===== src/rtl/trkpar_pkg.sv =====
`default_nettype none
// ============================================================================
//  Module      : trkpar_pkg
//  Description : Shared definitions for the tracklet-parameter read arbiter:
//                parameter defaults, response tag type, requester ids and the
//                read-page (rd_bx) reset value.
//  Revision    : 1.0 - initial release
// ============================================================================
package trkpar_pkg;

    // Defaults for the arbiter parameters
    localparam int c_addr_w = 6;   // entry index width within one BX page
    localparam int c_bx_w   = 5;   // BX page-select width
    localparam int c_data_w = 68;  // memory word width
    localparam int c_rd_lat = 2;   // output-registered RAM read latency

    // The reader trails the writer by one page; after reset the writer sits on
    // page all-ones, so the reader starts one page behind it.
    localparam logic [c_bx_w-1:0] c_rd_bx_rst = 5'b11110;

    // Saturation limit of the optional statistics counters
    localparam logic [15:0] c_stat_max = 16'hFFFF;

    // Requester identity carried in the response tag
    typedef enum logic {
        REQ_A = 1'b0,
        REQ_B = 1'b1
    } req_id_t;

    // Response tag travelling alongside the memory read
    typedef struct packed {
        logic    valid;
        req_id_t id;
        logic    hit;
    } trk_tag_t;

    // Generic form of the rd_bx reset value for any page-select width
    function automatic int unsigned rd_bx_rst_val(input int unsigned bx_w);
        return (32'd1 << bx_w) - 32'd2;
    endfunction

endpackage : trkpar_pkg
`default_nettype wire


===== src/rtl/rr_arb2.sv =====
`default_nettype none
// ============================================================================
//  Module      : rr_arb2
//  Description : Two-input round-robin arbiter with combinational grants.
//                A lone requester is granted at once; on contention the
//                favoured requester wins and the pointer then flips to the
//                other one. The pointer only moves on contested grants.
//  Ports       : clk    - clock
//                reset  - synchronous active-low reset (pointer favours A)
//                clr    - synchronous active-high clear (pointer favours A)
//                en     - grant enable
//                req    - requests, bit 0 = A, bit 1 = B
//                gnt    - one-hot-or-zero grants, bit 0 = A, bit 1 = B
//  Revision    : 1.0 - initial release
// ============================================================================
module rr_arb2 (
    input  logic       clk,
    input  logic       reset,
    input  logic       clr,
    input  logic       en,
    input  logic [1:0] req,
    output logic [1:0] gnt
);

    // 0 = A favoured on contention, 1 = B favoured
    logic r_prio;
    logic w_both;

    assign w_both = req[0] & req[1];

    assign gnt[0] = en & req[0] & (~req[1] | ~r_prio);
    assign gnt[1] = en & req[1] & (~req[0] |  r_prio);

    always_ff @(posedge clk) begin
        if (!reset || clr) begin
            r_prio <= 1'b0;
        end else if (en && w_both) begin
            r_prio <= ~r_prio;
        end
    end

endmodule : rr_arb2
`default_nettype wire


===== src/rtl/tracklet_par_read_arbiter.sv =====
`default_nettype none
// ============================================================================
//  Module      : tracklet_par_read_arbiter
//  Description : Shares the single read port of the tracklet-parameter memory
//                between requesters A and B. Tracks the BX page being read
//                (one page behind the writer), bounds-checks each request
//                against the page entry count, issues round-robin reads and
//                returns tagged responses after the RAM read latency.
//  Ports       : clk, reset (sync active-low)
//                en_proc            - processing enable
//                start[1:0]         - [0] new-BX strobe, [1] pipelined reset
//                done[1:0]          - start delayed by one clock
//                nent               - valid entries in the page being read
//                req_a/b, idx_a/b   - level-held requests and entry indices
//                gnt_a/b            - combinational grants
//                read_add           - registered memory read address
//                mem_dout           - memory read data
//                vld_a/b, hit_a/b   - response valid / in-range flags
//                dout               - response data (0 on rejected index)
//                stat_gnt_a/b, stat_conflict - only with TRKPAR_ARB_STATS_EN
//  Config      : define TRKPAR_ARB_STATS_EN to add the saturating grant and
//                contention counters.
//  Revision    : 1.0 - initial release
// ============================================================================
module tracklet_par_read_arbiter
    import trkpar_pkg::*;
#(
    parameter int ADDR_W = c_addr_w,
    parameter int BX_W   = c_bx_w,
    parameter int DATA_W = c_data_w,
    parameter int RD_LAT = c_rd_lat
) (
    input  logic                   clk,
    input  logic                   reset,
    input  logic                   en_proc,
    input  logic [1:0]             start,
    output logic [1:0]             done,
    input  logic [ADDR_W:0]        nent,
    input  logic                   req_a,
    input  logic                   req_b,
    input  logic [ADDR_W-1:0]      idx_a,
    input  logic [ADDR_W-1:0]      idx_b,
    output logic                   gnt_a,
    output logic                   gnt_b,
    output logic [BX_W+ADDR_W-1:0] read_add,
    input  logic [DATA_W-1:0]      mem_dout,
    output logic                   vld_a,
    output logic                   vld_b,
    output logic                   hit_a,
    output logic                   hit_b,
    output logic [DATA_W-1:0]      dout
`ifdef TRKPAR_ARB_STATS_EN
    ,
    output logic [15:0]            stat_gnt_a,
    output logic [15:0]            stat_gnt_b,
    output logic [15:0]            stat_conflict
`endif
);

    localparam logic [BX_W-1:0] c_bx_rst = BX_W'(rd_bx_rst_val(BX_W));

    // ------------------------------------------------------------------------
    // Control qualifiers
    // ------------------------------------------------------------------------
    logic w_rst_any;     // either reset condition
    logic w_gnt_en;      // grants allowed this cycle
    logic [1:0] w_gnt;
    logic w_any_gnt;
    logic [ADDR_W-1:0] w_sel_idx;
    logic w_hit;

    assign w_rst_any = !reset || start[1];
    // Any start activity blocks grants so a request never straddles a page
    // change; it is granted on the next cycle against the new page.
    assign w_gnt_en  = en_proc && (start == 2'b00) && reset;

    rr_arb2 u_arb (
        .clk   (clk),
        .reset (reset),
        .clr   (start[1]),
        .en    (w_gnt_en),
        .req   ({req_b, req_a}),
        .gnt   (w_gnt)
    );

    assign gnt_a     = w_gnt[0];
    assign gnt_b     = w_gnt[1];
    assign w_any_gnt = |w_gnt;
    assign w_sel_idx = w_gnt[1] ? idx_b : idx_a;
    assign w_hit     = ({1'b0, w_sel_idx} < nent);

    // ------------------------------------------------------------------------
    // start delay
    // ------------------------------------------------------------------------
    logic [1:0] r_done;

    always_ff @(posedge clk) begin
        if (!reset) begin
            r_done <= 2'b00;
        end else begin
            r_done <= start;
        end
    end

    assign done = r_done;

    // ------------------------------------------------------------------------
    // Read page tracking (wraps naturally modulo 2^BX_W)
    // ------------------------------------------------------------------------
    logic [BX_W-1:0] r_rd_bx;

    always_ff @(posedge clk) begin
        if (w_rst_any) begin
            r_rd_bx <= c_bx_rst;
        end else if (start[0]) begin
            r_rd_bx <= r_rd_bx + 1'b1;
        end
    end

    // ------------------------------------------------------------------------
    // Read address: only in-range grants touch the memory
    // ------------------------------------------------------------------------
    logic [BX_W+ADDR_W-1:0] r_read_add;

    always_ff @(posedge clk) begin
        if (!reset) begin
            r_read_add <= '0;
        end else if (w_any_gnt && w_hit) begin
            r_read_add <= {r_rd_bx, w_sel_idx};
        end
    end

    assign read_add = r_read_add;

    // ------------------------------------------------------------------------
    // Tag pipeline: one stage for the address register plus RD_LAT stages for
    // the RAM, so the tag emerges aligned with mem_dout. Misses also enter so
    // that responses stay in grant order.
    // ------------------------------------------------------------------------
    trk_tag_t w_new_tag;
    trk_tag_t r_tag [0:RD_LAT];
    trk_tag_t w_out_tag;

    always_comb begin
        w_new_tag       = '0;
        w_new_tag.valid = w_any_gnt;
        w_new_tag.id    = w_gnt[1] ? REQ_B : REQ_A;
        w_new_tag.hit   = w_any_gnt & w_hit;
    end

    always_ff @(posedge clk) begin
        if (w_rst_any) begin
            for (int i = 0; i <= RD_LAT; i++) begin
                r_tag[i] <= '0;
            end
        end else begin
            r_tag[0] <= w_new_tag;
            for (int i = 1; i <= RD_LAT; i++) begin
                r_tag[i] <= r_tag[i-1];
            end
        end
    end

    assign w_out_tag = r_tag[RD_LAT];

    assign vld_a = w_out_tag.valid && (w_out_tag.id == REQ_A);
    assign vld_b = w_out_tag.valid && (w_out_tag.id == REQ_B);
    assign hit_a = vld_a && w_out_tag.hit;
    assign hit_b = vld_b && w_out_tag.hit;
    // mem_dout is the RAM's registered output; a rejected index never read
    // the RAM, so its stale data is masked to zero.
    assign dout  = (w_out_tag.valid && w_out_tag.hit) ? mem_dout : '0;

    // ------------------------------------------------------------------------
    // Optional statistics
    // ------------------------------------------------------------------------
`ifdef TRKPAR_ARB_STATS_EN
    logic [15:0] r_stat_a;
    logic [15:0] r_stat_b;
    logic [15:0] r_stat_c;
    logic        w_contest;

    assign w_contest = w_gnt_en && req_a && req_b;

    always_ff @(posedge clk) begin
        if (w_rst_any || start[0]) begin
            r_stat_a <= '0;
            r_stat_b <= '0;
            r_stat_c <= '0;
        end else begin
            if (w_gnt[0] && (r_stat_a != c_stat_max)) begin
                r_stat_a <= r_stat_a + 16'd1;
            end
            if (w_gnt[1] && (r_stat_b != c_stat_max)) begin
                r_stat_b <= r_stat_b + 16'd1;
            end
            if (w_contest && (r_stat_c != c_stat_max)) begin
                r_stat_c <= r_stat_c + 16'd1;
            end
        end
    end

    assign stat_gnt_a    = r_stat_a;
    assign stat_gnt_b    = r_stat_b;
    assign stat_conflict = r_stat_c;
`endif

endmodule : tracklet_par_read_arbiter
`default_nettype wire


===== config.mk =====
export PLATFORM = sky130hd
export DESIGN_NAME = tracklet_par_read_arbiter
export DESIGN_NICKNAME = d
export VERILOG_FILES = /design/src/rtl/trkpar_pkg.sv /design/src/rtl/rr_arb2.sv /design/src/rtl/tracklet_par_read_arbiter.sv
export SDC_FILE = /design/constraint.sdc
export NUM_CORES = 1
export LEC_CHECK = 0
export CAP_MARGIN = 20
export CORE_MARGIN = 5
export CORE_UTILIZATION = 30
export CTS_BUF_LIST = sky130_fd_sc_hd__clkbuf_8
export DETAILED_ROUTE_END_ITERATION = 8
export PLACE_DENSITY = 0.95
export SLEW_MARGIN = 25
export SYNTH_ARGS = -nofsm -noshare
export SYNTH_HDL_FRONTEND = slang
export SYNTH_SLANG_ARGS = --single-unit

===== constraint.sdc =====
create_clock -name clk -period 3.3 [get_ports clk]
set_input_delay 0.33 -clock clk [delete_from_list [all_inputs] [get_ports clk]]
set_output_delay 0.33 -clock clk [all_outputs]
set_load 0.01 [all_outputs]

==> results.txt, run 1 <==
----------------------------------------------------
[Place]
  Half-perimeter wire length after detailed placement ... 6.68 mm
  Input/output buffers ... 180
  GPL Wtd Cong ... 0.939
  Placed cells ... 453
  Placed cell area ... 3590 um2

[Power and ir drop]
  Share of total power in combinational logic ... 22.0%
  Clock network fraction of total power ... 33.4%
  Total power ... 787 uW
  Leakage power total ... 1.65 nW
  Pwr per Cell Area ... 215 nW/um2
  Max IR drop VDD ... 0.000211 V
  Sw Share ... 19.5%
  Cell-internal power ... 634 uW
  Seq pwr share ... 44.7%
  Total net switching power ... 153 uW

[Detailed routing]
  Vias per cell ... 4.82
  Vias post-DR ... 2204
  1st-pass router iterations ... 4
  Routed Antenna Nets ... 0
  DRC violation total after the first TritonRoute iteration ... 57
  Detailed Route WL ... 7.88 mm
  DRC errors left ... 0
  Detail-routed net length per standard cell ... 17.2 um

[Yosys]
  Mean Syn Cell Area ... 8.00 um2
  Share of synthesized area occupied by flip-flops and latches ... 32.1%
  Gate count of the mapped netlist ... 218
  Net Count, Synth ... 318
  Commonest register cell after synthesis ... sky130_fd_sc_hd__dfxtp_1
  Post-synth ARST share ... 0%
  Cell area after synthesis ... 1740 um2
  Number of enable flip-flop cells after synthesis ... 0
  Seq cells post-synth ... 28
  Number of distinct standard cells referenced by the synthesized netlist ... 30
  Yosys synthesis warning count ... 0

[Die]
  Cell row count ... 27
  Die area ... 7440 um2
  Width of the chip ... 86.3 um
  Die H ... 86.3 um
  Number of ports placed on the die boundary ... 181
  Core box area ... 5570 um2
  Starting density of the core ... 31.3%

[Worst setup path]
  Source of the worst register-to-register timing path ... u_arb.r_prio$_SDFFE_PP0P_
  Critical path startpoint ... start[1]
  Type of origin of the critical path ... input port
  Largest fanout on the critical path ... 12
  Type of the worst setup path ... in -> reg
  Capturing element type of the critical path ... flop
  Data arrival time of the critical path ... 3.09 ns
  Data required time at the worst endpoint ... 3.50 ns

[STA]
  Max frequency ... 346 MHz
  Max-slew violations ... 0
  Clock tree skew after final layout ... 0.00546 ns
  Final TNS setup ... 0 ns
  Transition time at the pin with the least slew margin ... 0.917 ns
  Count of endpoints failing setup in the final report ... 0
  Worst rel slew slack ... 38.9%
  Final period demand of the worst path ... 2.89 ns
  Total count of hold-check failures in the final report ... 0
  Unrepaired setup endpoints after global routing ... no
  Final critical-path share of the clock period ... 87.5%

[Global routing]
  Number of global-route vias before repair ... 2122
  GRT overflow ... 0
  Global-route wire length before repair ... 11.3 mm
  Number of antenna violations at the first check in global routing ... 0
  All-Layer GR Usage ... 19.3%
  Largest net degree at the start of global routing ... 73

[Final layout]
  Number of nets in the final layout ... 486
  Cell Count, Final, Fillers Out ... 457
  Share of final-layout standard cells stronger than drive strength 1 ... 7.27%
  Most frequent standard cell in the layout excluding fill and tap cells ... sky130_fd_sc_hd__clkdlybuf4s50_1
  Commonest cells after routing, fill and taps aside ... sky130_fd_sc_hd__clkdlybuf4s50_1, sky130_fd_sc_hd__and3_1, sky130_fd_sc_hd__dfxtp_1, sky130_fd_sc_hd__nand2_1, sky130_fd_sc_hd__nand3_1
  Antenna fix cells ... 0
  Final cell area excluding filler cells ... 3660 um2
  Layout-stage area growth over the synthesis result ... 110%

[Clocking]
  TritonCTS clock tree ... done
  Clock root buffer master ... sky130_fd_sc_hd__clkbuf_8
  Resize count post-CTS ... 0
  Hold-fix buffer count after cts ... 0
  Setup Buffers After CTS ... 0
  Max H-tree Level ... 1
  Buffers from clock root to sink, at most ... 2
  Clock Pin Slew Worst Setup and Hold Paths ... 0.09 ns
  Worst-Skew Late Latency ... 0.27 ns
  Number of CTS-inserted buffers ... 3
  Clock tree sinks ... 28

[Worst hold path]
  Critical hold path startpoint ... r_tag[0][5]$_SDFF_PP0_
  Hold/Removal Path Class ... reg -> reg

[Job]
  Max cap viols ... 0

[Run status]
  Outcome ... finished, final reports clean

----------------------------------------------------
## kinds of logic after synthesis
| kind of cell | Yosys count | synth area share, % |
|---|---|---|
| fa+ha+maj | 6 | 4.30 |
| compound gates | 20 | 8.82 |
| xor+xnor | 4 | 2.01 |
| mux | 7 | 4.38 |
| simple gates | 123 | 41.0 |
| buf+inv | 30 | 7.39 |
| flops | 28 | 32.1 |
## power groups by stage
stage	logic (mW)	clock network, mW	registers, mW
floorplan	0.0404	0	0.360
global placement	0.168	0	0.359
detailed placement	0.173	0	0.359
CTS	0.174	0.268	0.352
global route	0.185	0.281	0.353
finish	0.173	0.263	0.352
## registers in the layout (all words and copies together), names as in the netlist
signal / count
u_arb.r_prio: 1
done: 2
r_tag: 9
r_rd_bx: 5
read_add: 11
## final timing paths
kind                               to  slack [ns]  cells past startpoint
max          read_add[7]$_SDFFE_PN0P_        0.41                     10
min            r_tag[0][8]$_SDFF_PP0_        0.43                      1
max reg2reg  read_add[7]$_SDFFE_PN0P_        0.73                      9
min reg2reg    r_tag[0][8]$_SDFF_PP0_        0.43                      1
## layer usage
metal,track usage [%],part of all wire (%)
met5,0,0
met3,4.66,8.5
met4,3.26,1.0
met1,19.9,36
met2,39.2,54
## critical path: stages
cell and delay [ns]:
sky130_fd_sc_hd__clkdlybuf4s50_1 0.45, sky130_fd_sc_hd__and4bb_4 0.39, sky130_fd_sc_hd__nand3_1 0.26, sky130_fd_sc_hd__mux2_2 0.38, sky130_fd_sc_hd__ha_1 0.30, sky130_fd_sc_hd__a21o_1 0.18, sky130_fd_sc_hd__a21oi_1 0.14, sky130_fd_sc_hd__o221a_2 0.21
sky130_fd_sc_hd__and2_4 0.25, sky130_fd_sc_hd__mux2i_1 0.19
## final cells by class
type | count | area [um2]
clock buffers | 3 | 41.3
clock inverters | 1 | 30.0
fillers | 456 | 1910
inverters | 8 | 30.0
multi-input cells | 160 | 1050
flip-flops and latches | 28 | 562
well taps | 72 | 90.1
repair buffers | 185 | 1850
## cells in the mapped netlist, types with 2 or more instances
cell type	count	share of area, %
sky130_fd_sc_hd__dfxtp_1	28	32
sky130_fd_sc_hd__clkbuf_1	18	3.9
sky130_fd_sc_hd__o21ai_0	2	0.57
sky130_fd_sc_hd__nand2b_1	2	0.72
sky130_fd_sc_hd__mux2i_1	2	1.1
sky130_fd_sc_hd__nand3_1	12	3.4
sky130_fd_sc_hd__and3_1	70	25
sky130_fd_sc_hd__a21oi_1	4	1.1
sky130_fd_sc_hd__xor2_1	3	1.5
sky130_fd_sc_hd__ha_1	6	4.3
sky130_fd_sc_hd__nand2_1	19	4.1
sky130_fd_sc_hd__and2_1	9	3.2
sky130_fd_sc_hd__nor2_1	3	0.65
sky130_fd_sc_hd__nor2b_1	2	0.72
sky130_fd_sc_hd__buf_6	2	1.3
sky130_fd_sc_hd__mux2_2	5	3.2
sky130_fd_sc_hd__o21ai_2	9	4.5
sky130_fd_sc_hd__inv_1	8	1.7
sky130_fd_sc_hd__nand4_1	3	1.1
## per-stage QoR
stage	hold slack [ns]	utilization, %	setup WS, ns
after global routing	0.445	65.7	0.294
after global placement	0.409	64.4	0.237
after detailed placement	0.411	64.4	0.130
final	0.432	65.7	0.413
after CTS	0.434	65.7	0.404
after floorplan	0.406	-	0.707
Note: power is estimated with default switching activity, not from simulation.
==> run 2, diff against run 1 <==
Settings changed: CORE_MARGIN 5 to not set.
==> run 2 against run 1 <==
  * Utilization rose by 0.42 points
  * Clock-buffer cell count stayed put
  * Largest cell class unchanged
  * Highest routed layer unchanged
  * Fmax up 4.3%
==> results.txt, run 2 (same netlist as run 1, synthesis figures left out) <==
----------------------------------------------------
[Run status]
  Outcome ... finished, final reports clean

[Power and ir drop]
  Pwr per Cell Area ... 217 nW/um2 (+0.85%)
  Max IR drop VDD ... 0.000170 V (-19%)
  Leakage power total ... 1.66 nW (+0.39%)
  Total power ... 794 uW (+0.88%)

[STA]
  Count of endpoints failing setup in the final report ... 0 (unchanged)
  Max-slew violations ... 0 (unchanged)
  Final period demand of the worst path ... 2.77 ns (-0.118 ns)
  Max frequency ... 361 MHz (+4.3%)
  Clock tree skew after final layout ... 0.00509 ns (-0.000378 ns)
  Total count of hold-check failures in the final report ... 0 (unchanged)
  Transition time at the pin with the least slew margin ... 0.731 ns (-0.186 ns)
  Unrepaired setup endpoints after global routing ... no
  Worst rel slew slack ... 51.2% (+12 points)
  Final TNS setup ... 0 ns (unchanged)
  Final critical-path share of the clock period ... 83.9% (-3.6 points)

[Global routing]
  Number of global-route vias before repair ... 2077 (-2.1%)
  All-Layer GR Usage ... 22.3% (+3.1 points)
  Number of antenna violations at the first check in global routing ... 0 (unchanged)
  GRT overflow ... 0 (unchanged)
  Global-route wire length before repair ... 10.7 mm (-4.9%)
  Largest net degree at the start of global routing ... 73 (unchanged)

[Clocking]
  Clock Pin Slew Worst Setup and Hold Paths ... 0.09 ns (about the same)
  Hold-fix buffer count after cts ... 0 (unchanged)
  Resize count post-CTS ... 0 (unchanged)
  Number of CTS-inserted buffers ... 3 (unchanged)
  Buffers from clock root to sink, at most ... 2 (unchanged)
  TritonCTS clock tree ... done
  Clock root buffer master ... sky130_fd_sc_hd__clkbuf_8
  Clock tree sinks ... 28 (unchanged)
  Worst-Skew Late Latency ... 0.28 ns (about the same)
  Max H-tree Level ... 1 (unchanged)
  Setup Buffers After CTS ... 0 (unchanged)

[Final layout]
  Commonest cells after routing, fill and taps aside ... sky130_fd_sc_hd__clkdlybuf4s50_1, sky130_fd_sc_hd__and3_1, sky130_fd_sc_hd__dfxtp_1, sky130_fd_sc_hd__nand2_1, sky130_fd_sc_hd__nand3_1
  Most frequent standard cell in the layout excluding fill and tap cells ... sky130_fd_sc_hd__clkdlybuf4s50_1
  Number of nets in the final layout ... 488 (+0.41%)
  Layout-stage area growth over the synthesis result ... 110% (about the same)
  Share of final-layout standard cells stronger than drive strength 1 ... 7.49% (+0.22 points)
  Number of flip-flops under the largest register name ... 11 (unchanged)
  Antenna fix cells ... 0 (unchanged)

[Die]
  Core box area ... 5540 um2 (-0.61%)
  Number of ports placed on the die boundary ... 181 (unchanged)
  Cell row count ... 27 (unchanged)
  Starting density of the core ... 31.5% (+0.19 points)
  Die area ... 6120 um2 (-18%)
  Width of the chip ... 78.3 um (-9.3%)
  Die H ... 78.3 um (-9.3%)

[Worst setup path]
  Crit-path cells ... clkdlybuf4s50_1 -> and4bb_4 -> nand3_1 -> buf_4 -> mux2_2 -> ha_1 -> a21o_1 -> a21oi_1 -> o221a_2 -> and2_4 -> mux2i_1
  Capturing element type of the critical path ... flop
  Data arrival time of the critical path ... 2.99 ns (-0.10 ns)
  Largest fanout on the critical path ... 12 (unchanged)
  Critical path buffers and inverters ... 2 (+1)
  Data required time at the worst endpoint ... 3.52 ns (+0.02 ns)
  Type of origin of the critical path ... input port
  Peak per-stage delay on the critical path ... 0.45 ns (about the same)
  Family with the most delay on the worst path ... simple AND/OR/NAND/NOR gates
  Slowest cell on crit path ... sky130_fd_sc_hd__clkdlybuf4s50_1
  Type of the worst setup path ... in -> reg

[Detailed routing]
  Vias post-DR ... 2224 (+0.91%)
  1st-pass router iterations ... 4 (unchanged)
  DRC violation total after the first TritonRoute iteration ... 78 (+37%)
  Routed Antenna Nets ... 0 (unchanged)
  Vias per cell ... 4.85 (+0.47%)
  Detail-routed net length per standard cell ... 15.3 um (-11%)
  DRC errors left ... 0 (unchanged)
  Detailed Route WL ... 7.02 mm (-11%)

[Job]
  Max cap viols ... 0 (unchanged)

[Place]
  Half-perimeter wire length after detailed placement ... 5.83 mm (-13%)
  GPL Wtd Cong ... 1.08 (+15%)
  Input/output buffers ... 180 (unchanged)

[Worst hold path]
  Hold/Removal Path Class ... reg -> reg

----------------------------------------------------
==> run 2: changes by cell type in the layout (fill, tap and decap cells not counted), sizes merged <==
cell and delta:
buf +2
==> run 2: per-layer routing <==
metal | global-route usage [%] | vias to the layer above | wire (um)
met4 | 6.85 | 0 | 136
met2 | 40.1 | 123 | 3570
met1 | 25.5 | 993 | 2690
met5 | 0 | - | 0
met3 | 6.28 | 12 | 628
li1 | - | 1096 | -
==> run 2: layout make-up <==
cell class | count | area, um2
Timing Repair Buffer | 187 | 1850
Clock buffer | 3 | 41.3
Inverter | 8 | 30.0
Sequential cell | 28 | 561
Clock inverter | 1 | 30.0
Fill cell | 459 | 1880
Tap cell | 72 | 90.1
Multi-Input combinational cell | 160 | 1050
==> run 2: power breakdown <==
group / switching [mW] / leakage [nW] / internal (mW) / total [mW]
sequential: 0.00519 / 0.227 / 0.346 / 0.351
clock: 0.105 / 0.0357 / 0.163 / 0.267
combinational: 0.0501 / 1.39 / 0.126 / 0.176
total: 0.160 / 1.66 / 0.635 / 0.794
==> run 2: per-stage QoR <==
step	worst slack (ns)	util, %	hold slack (ns)	instances	cell area, um2
2_1_floorplan	0.707	-	0.406	218	1740
3_3_place_gp	0.389	64.8	0.408	455	3590
3_5_place_dp	0.243	64.8	0.416	455	3590
4_1_cts	0.553	66.1	0.443	459	3660
5_1_grt	0.390	66.1	0.469	459	3660
6_report	0.530	66.1	0.437	459	3660
==> run 2: path summary, 6_finish.rpt <==
kind                            depth (start not counted)  slack [ns]                 startpoint                        to
worst min-delay path                                    1        0.44     r_tag[0][4]$_SDFF_PP0_    r_tag[0][7]$_SDFF_PP0_
worst max register to register                         10        0.86  u_arb.r_prio$_SDFFE_PP0P_  read_add[7]$_SDFFE_PN0P_
worst min register to register                          1        0.44     r_tag[0][4]$_SDFF_PP0_    r_tag[0][7]$_SDFF_PP0_
worst max-delay path                                   11        0.53                   start[1]  read_add[7]$_SDFFE_PN0P_
==> run 2: worst register-to-register path, delay by kind of cell, from the launching register on <==
family / cells / cell delay (ns)
AO/OA/AOI/OAI: 3 / 0.52
adder cells (fa/ha/maj): 1 / 0.19
buffers and inverters: 1 / 0.17
flip-flops: 1 / 0.34
multiplexers: 2 / 0.56
AND/OR/NAND/NOR: 3 / 0.61
==> run 3, diff against run 2 <==
Settings changed: CORE_UTILIZATION 30 to 27, PLACE_DENSITY 0.95 to 0.91.
Clock period 3.3 ns to 2.45 ns, I/O delays scaled along.
==> run 3 against run 2 <==
  * Clock skew increased by 0.0013 ns
  * Die area rose by 11%
  * Clock power up 6%
==> results.txt, run 3 (same netlist as run 1, synthesis figures left out) <==
----------------------------------------------------
[STA]
  Transition time at the pin with the least slew margin ... 0.576 ns (-0.155 ns)
  Total count of hold-check failures in the final report ... 0 (unchanged)
  Final critical-path share of the clock period ... 95.4%
  Worst rel slew slack ... 61.5% (+10 points)
  Max frequency ... 428 MHz
  Count of endpoints failing setup in the final report ... 0 (unchanged)
  Unrepaired setup endpoints after global routing ... no
  Final period demand of the worst path ... 2.34 ns
  Max-slew violations ... 0 (unchanged)
  Clock tree skew after final layout ... 0.00644 ns (+0.00135 ns)

[Die]
  Number of ports placed on the die boundary ... 181 (unchanged)
  Starting density of the core ... 28.8% (-2.7 points)
  Core box area ... 6060 um2 (+9.4%)
  Die area ... 6790 um2 (+11%)
  Cell row count ... 28 (+3.7%)
  Die H ... 82.4 um (+5.3%)
  Width of the chip ... 82.4 um (+5.3%)

[Global routing]
  GRT overflow ... 0 (unchanged)
  All-Layer GR Usage ... 18.6% (-3.8 points)
  Number of antenna violations at the first check in global routing ... 0 (unchanged)
  Number of global-route vias before repair ... 2013 (-3.1%)
  Largest net degree at the start of global routing ... 71 (-2.7%)
  Global-route wire length before repair ... 9.67 mm (-10%)

[Worst setup path]
  Type of origin of the critical path ... input port
  Data required time at the worst endpoint ... 2.66 ns (-0.86 ns)
  Crit-path cells ... dlygate4sd2_1 -> and4bb_4 -> nand3_4 -> buf_4 -> mux2_2 -> ha_1 -> a21o_1 -> a21oi_1 -> o221a_2 -> and2_4 -> mux2i_1
  Source of the worst register-to-register timing path ... u_arb.r_prio$_SDFFE_PP0P_
  Critical path buffers and inverters ... 2 (unchanged)
  Reg2Reg Depth ... 10 (unchanged)
  Capturing element type of the critical path ... flop
  Largest fanout on the critical path ... 6 (-6)
  Family with the most delay on the worst path ... simple AND/OR/NAND/NOR gates
  Slowest cell on crit path ... sky130_fd_sc_hd__and4bb_4
  Type of the worst setup path ... in -> reg
  Peak per-stage delay on the critical path ... 0.36 ns (-0.09 ns)
  Data arrival time of the critical path ... 2.55 ns (-0.44 ns)
  Destination of the worst register-to-register timing path ... read_add[7]$_SDFFE_PN0P_
  Worst R2R Setup Slack ... 0.16 ns (-0.70 ns)

[Clocking]
  Clock root buffer master ... sky130_fd_sc_hd__clkbuf_8
  Hold-fix buffer count after cts ... 0 (unchanged)
  TritonCTS clock tree ... done
  Max H-tree Level ... 1 (unchanged)
  Worst-Skew Late Latency ... 0.27 ns (about the same)
  Buffers from clock root to sink, at most ... 2 (unchanged)
  Clock tree sinks ... 28 (unchanged)
  Number of CTS-inserted buffers ... 3 (unchanged)
  Clock Pin Slew Worst Setup and Hold Paths ... 0.09 ns (about the same)
  Setup Buffers After CTS ... 0 (unchanged)

[Place]
  Input/output buffers ... 180 (unchanged)
  Placed cells ... 467 (+2.6%)
  Half-perimeter wire length after detailed placement ... 5.55 mm (-4.7%)
  GPL Wtd Cong ... 0.833 (-23%)

[Detailed routing]
  Routed Antenna Nets ... 0 (unchanged)
  DRC errors left ... 0 (unchanged)
  1st-pass router iterations ... 4 (unchanged)
  Vias per cell ... 4.67 (-3.7%)
  Detailed Route WL ... 6.91 mm (-1.5%)
  Detail-routed net length per standard cell ... 14.6 um (-4.2%)
  Vias post-DR ... 2202 (-0.99%)
  DRC violation total after the first TritonRoute iteration ... 28 (-64%)

[Power and ir drop]
  Sw Share ... 21.5% (+1.4 points)
  Total net switching power ... 215 uW (+35%)
  Total power ... 1.00 mW (+26%)
  Leakage power total ... 1.72 nW (+3.9%)
  Share of total power in combinational logic ... 24.5% (+2.3 points)
  Pwr per Cell Area ... 266 nW/um2 (+23%)
  Max IR drop VDD ... 0.000270 V (+59%)
  Seq pwr share ... 47.3% (+3.1 points)
  Cell-internal power ... 786 uW (+24%)
  Clock network fraction of total power ... 28.2% (-5.4 points)

[Job]
  Max cap viols ... 0 (unchanged)

[Worst hold path]
  Worst-case hold path end point ... r_tag[0][6]$_SDFF_PP0_
  Hold/Removal Path Class ... reg -> reg
  Worst hold stages ... 1 (unchanged)
  Critical hold path startpoint ... r_tag[0][3]$_SDFF_PP0_

[Final layout]
  Antenna fix cells ... 0 (unchanged)
  Number of nets in the final layout ... 498 (+2.0%)
  Layout-stage area growth over the synthesis result ... 116%
  Number of flip-flops under the largest register name ... 11 (unchanged)
  Commonest cells after routing, fill and taps aside ... sky130_fd_sc_hd__clkdlybuf4s50_1, sky130_fd_sc_hd__and3_1, sky130_fd_sc_hd__dfxtp_1, sky130_fd_sc_hd__nand2_1, sky130_fd_sc_hd__buf_4
  End-of-flow core utilization ... 62.1% (-4.0 points)
  Share of final-layout standard cells stronger than drive strength 1 ... 10.8% (+3.3 points)
  Most frequent standard cell in the layout excluding fill and tap cells ... sky130_fd_sc_hd__clkdlybuf4s50_1
  Cell Count, Final, Fillers Out ... 472 (+2.8%)
  Filler cell count in the final layout ... 519 (+13%)

[Run status]
  Outcome ... finished, final reports clean

----------------------------------------------------
==> run 3: cell count changes in the layout (fill, tap and decap cells not counted), sizes merged <==
cell,previous run,this run
and2,10,11
bufinv,1,0
dlygate4sd2,0,4
dlymetal6s2s,0,1
buf,7,16
clkbuf,3,4
clkdlybuf4s50,180,175
==> run 3: per-layer routing <==
metal	share of wire, %	track usage [%]
met1	37	20.2
met2	51	35.2
met3	9.6	4.29
met4	1.9	5.61
met5	0	0
==> run 3: how the worst max path moves through the flow <==
stage             start                         to  slack [ns]  cells after the start
6_report       start[0]   read_add[7]$_SDFFE_PN0P_        0.11                     11
5_1_grt        start[0]   read_add[7]$_SDFFE_PN0P_       0.006                     11
4_1_cts           req_a   read_add[7]$_SDFFE_PN0P_        0.02                     10
3_5_place_dp   start[0]   read_add[7]$_SDFFE_PN0P_       -0.39                     10
3_3_place_gp   start[0]   read_add[7]$_SDFFE_PN0P_       -0.31                     10
2_1_floorplan  start[0]  read_add[10]$_SDFFE_PN0P_        0.07                     11
==> run 3: cell type report <==
type | instances | area (um2) | area share, %
clock buffers | 4 | 55.1 | 1.46
inverters | 8 | 30.0 | 0.798
multi-input cells | 161 | 1100 | 29.2
flip-flops and latches | 28 | 562 | 14.9
repair buffers | 196 | 1920 | 51.1
well taps | 75 | 93.8 | 2.49
==> run 3: what timing repair did <==
| item | CTS | global route |
|---|---|---|
| setup endpoints to repair | 11 | 11 |
| gates resized for setup | 10 | 2 |
| cloned | 1 | 0 |
| pin swaps | 4 | 1 |
==> run 3: stage by stage <==
stage          setup WS [ns]  instance area [um2]  TNS (ns)  hold WS [ns]
6_report               0.114                 3760         0         0.430
5_1_grt              0.00616                 3760         0         0.442
4_1_cts               0.0193                 3750         0         0.433
3_5_place_dp          -0.388                 3670     -3.84         0.412
3_3_place_gp          -0.309                 3670     -3.00         0.408
2_1_floorplan         0.0701                 1750         0         0.367
==> run 3: power by group through the flow <==
| stage | Combinational [mW] | Sequential [mW] | Clock [mW] |
|---|---|---|---|
| global route | 0.264 | 0.475 | 0.305 |
| finish | 0.245 | 0.473 | 0.282 |
| CTS | 0.245 | 0.473 | 0.287 |
| floorplan | 0.0549 | 0.485 | 0 |
| global placement | 0.234 | 0.484 | 0 |
| detailed placement | 0.241 | 0.483 | 0 |
==> RTL edit 1, RTL diff (config.mk and constraints of run 3) <==
Set the package constant `c_addr_w` to 7 (it was 6).
--- a/src/rtl/trkpar_pkg.sv
+++ b/src/rtl/trkpar_pkg.sv
@@ -11,3 +11,3 @@
     // Defaults for the arbiter parameters
-    localparam int c_addr_w = 6;   // entry index width within one BX page
+    localparam int c_addr_w = 7;   // entry index width within one BX page
     localparam int c_bx_w   = 5;   // BX page-select width
Interface: changed (resized idx_a, idx_b, nent and read_add); port bits go from 181 to 185. The function was not compared with the original's and may differ.
==> RTL edit 1 against run 3 <==
The flow now finishes with violations (design-rule violations); register-to-register slack got worse by 0.06 ns; synthesized cell count increased by 4.1%; critical path type unchanged; combinational power increased by 11%; total power increased by 26%; final area increased by 7.3%; fmax decreased by 0.75%; wire length increased by 9.0%; final cell count increased by 4.4%; highest routed layer unchanged; sequential cell count increased by 1; area after synthesis increased by 5.9%; count of clock-buffer cells in the layout increased by 2; setup slack got worse by 0.018 ns; clock skew decreased by 0.0014 ns.
==> RTL edit 1: results (changes against run 3) <==
stage;metric;value;unit;change
synthesis;Syn Nets;331;;+4.1%
routing;WL final;7530;um;+9.0%
routing;initial DRC count;82;;+190%
synthesis;complex-gate fraction of the synthesized area;5.62;%;-3.2 points
synthesis;Syn Inst Count;227;;+4.1%
global_routing;gr usage total;20.4;%;+1.8 points
outcome;failing checks;design-rule violations;;
worst_setup_path;crit path DAT;2.51;ns;-0.04 ns
clock_tree;number of CTS-inserted buffers;5;;+2
routing;Residual DRC;15;;+15
routing;via count;2351;;+6.8%
outcome;status;finished with violations;;
clock_tree;Resized cells post-CTS;14;;+4
synthesis;top cells by area, synth;dfxtp_1 (31%), and3_1 (24%), mux2i_1 (4.9%);;
place;gp weighted congestion;0.796;;-4.4%
worst_setup_path;critical path fanouts, max;7;;+1
synthesis;mux cell area share after synthesis;8.54;%;+4.2 points
pwr;maximum vdd drop;0.000212;V;-22%
clock_tree;# H-tree levels;2;;+1
pwr;Lkg Pwr;1.83;nW;+6.6%
synthesis;Post-Synth XOR/XNOR Area;1.42;%;-0.59 points
clock_tree;# Post-CTS Setup Buffers;2;;+2
worst_hold_path;Hold Crit Class;input pin to register;;
worst_setup_path;Worst Setup SP;start[1];;
routing;DR pass1 iterations;6;;+2
layout;share of cells above drive strength 1;11.5;%;+0.71 points
synthesis;Synth top cells by count;and3_1 (70), dfxtp_1 (29), nand2_1 (23);;
sta;Setup Skew;0.00506;ns;-0.00138 ns
layout;nets;519;;+4.2%
routing;post-DR wirelength/cell;15.3;um;+4.3%
-- RTL edit 1: cell types whose count changed after synthesis, moves of 2 or more --
cell | run 3 | this run
nand2_1 | 19 | 23
o21ai_1 | 0 | 5
mux2i_1 | 2 | 9
nand3_1 | 12 | 8
o21ai_2 | 9 | 0
nor2_1 | 3 | 5
-- RTL edit 1: power breakdown --
part	switching [mW]	total (mW)	internal [mW]	leakage, nW
Sequential	0.00730	0.490	0.483	0.236
Clock	0.177	0.504	0.327	0.0626
Combinational	0.0809	0.271	0.190	1.54
-- RTL edit 1: area by class of cell --
cell class | count | area, um2
fillers | 568 | 2420
repair buffers | 201 | 1980
flip-flops and latches | 29 | 583
clock inverters | 2 | 33.8
clock buffers | 6 | 82.6
multi-input cells | 169 | 1220
inverters | 9 | 38.8
well taps | 77 | 96.3
-- RTL edit 1: path summary, 6_finish.rpt --
check             slack [ns]  depth (start not counted)     endpoint
setup / recovery         0.1                         11  read_add[0]
hold / removal          0.36                          3      done[0]
setup reg to reg         0.1                         10  read_add[0]
hold reg to reg         0.43                          1  r_tag[0][7]
-- RTL edit 1: metal layers --
layer / global-route usage [%] / share of wire (%) / vias up
li1: - / - / 1159
met5: 0 / 0 / -
met3: 6.59 / 8.9 / 14
met2: 40.6 / 55 / 114
met4: 7.09 / 2.0 / 0
met1: 19.4 / 34 / 1064
-- RTL edit 1: tightest hold or removal path, cell delays in order --
cell and delay [ns]:
clkbuf_2 0.09, buf_4 0.15, and2_1 0.12
-- RTL edit 1: stage by stage --
stage                     hold slack, ns  setup TNS, ns
after floorplan                    0.367          -2.51
after global placement             0.408          -7.77
final                              0.361              0
after detailed placement           0.413          -9.45
after CTS                          0.424              0
after global routing               0.376              0
==> RTL edit 2, RTL diff (flow settings as in run 3) <==
Without the edit above. Add a define of `TRKPAR_ARB_STATS_EN`.
--- a/src/rtl/tracklet_par_read_arbiter.sv
+++ b/src/rtl/tracklet_par_read_arbiter.sv
@@ -24,2 +24,4 @@
 // ============================================================================
+`define TRKPAR_ARB_STATS_EN
+
 module tracklet_par_read_arbiter
Formal check against the unedited RTL (old outputs only; new: stat_conflict, stat_gnt_a and stat_gnt_b): equivalent (Yosys induction, for registers that start in step).
==> RTL edit 2 against run 3 <==
Setup slack got worse by 0.058 ns; sequential cell count grew 48; area after synthesis rose by 130%; critical path type unchanged; final area is 83% higher; largest cell class unchanged; critical endpoint is now read_add[1]; wire length grew 91%; first-iteration DRC count increased to 4.7 times the old value; combinational power increased by 14%; total power grew to 2.5 times the old value.
==> RTL edit 2: results (changes against run 3) <==
stage;metric;value;unit;change
worst_hold_path;worst hold path depth;3;;+2
pwr;Cell Pwr Density;370;nW/um2;+39%
worst_setup_path;r2r setup slk;0.06;ns;-0.10 ns
synthesis;mux cell area share after synthesis;5.39;%;+1.0 points
place;dpl ws;-0.514;ns;-0.126 ns
pwr;Lkg Pwr;2.74;nW;+59%
pwr;maximum vdd drop;0.000284;V;+5.1%
routing;post-DR wirelength/cell;14.7;um;about the same
layout;share of cells above drive strength 1;8.76;%;-2.1 points
synthesis;Synth top cells by count;and3_1 (81), dfxtp_1 (76), nor2_1 (42);;
synthesis;Syn Nets;583;;+83%
sta;minimum clock period;2.39;ns;+0.0577 ns
synthesis;Post-Synth Adder-Cell Area;2.80;%;-1.5 points
sta;Setup Skew;0.00962;ns;+0.00319 ns
global_routing;first-pass GRT wire length;19200;um;+98%
synthesis;Syn Inst Count;480;;+120%
synthesis;Post-Synth XOR/XNOR Area;6.76;%;+4.8 points
routing;routed vias/inst;4.79;;+2.7%
pwr;P_sw;0.601;mW;+180%
global_routing;largest net degree at the start of global routing;73;;+2.8%
synthesis;Yosys top cell area share;37.9;%;+5.8 points
place;Placed Area;6580;um2;+79%
layout;nets;817;;+64%
worst_hold_path;Hold Startpoint;start[1];;
clock_tree;Resized cells post-CTS;12;;+2
synthesis;top cells by area, synth;dfxtp_1 (38%), and3_1 (13%), xnor2_1 (5.7%);;
pwr;power share of the clock group;39.7;%;+12 points
outcome;status;completed;;
synthesis;Synth cell types;49;;+63%
synthesis;post-synthesis sequential area ratio;37.9;%;+5.8 points
global_routing;gr usage total;16.2;%;-2.4 points
clock_tree;# Post-CTS Setup Buffers;4;;+4
pwr;Sequential Power;1.25;mW;+160%
clock_tree;number of CTS-inserted buffers;9;;+6
worst_setup_path;max incr delay on CP;0.46;ns;+0.10 ns
place;gp weighted congestion;0.851;;+2.2%
-- RTL edit 2: changes by cell type after synthesis, moves of 11 or more --
cell	run 3	this run
and3_1	70	81
dfxtp_1	28	76
mux2i_1	2	16
nand2_1	19	39
nor2_1	3	42
xnor2_1	1	26
-- RTL edit 2: cell type report --
type,count,area (um2)
clock buffer,10,138
clock inverter,6,72.6
fill,1370,7660
inverter,18,72.6
multi-input combinational,358,2370
sequential,76,1520
tap,184,230
timing repair buffer,251,2460
-- RTL edit 2: routing by layer --
layer	routed length, um	vias up	global-route usage, %
met2	6890	150	31.4
met4	275	0	5.65
met3	990	20	3.57
met1	5080	1991	17.0
li1	-	2165	-
met5	0	-	0
-- RTL edit 2: worst max-delay path, delay by kind of cell --
family,cells,cell delay [ns]
buffers and inverters,3,0.43
adders and majority gates,1,0.27
AOI/OAI and AO/OA,2,0.67
and+or+nand+nor,4,0.68
muxes,1,0.34
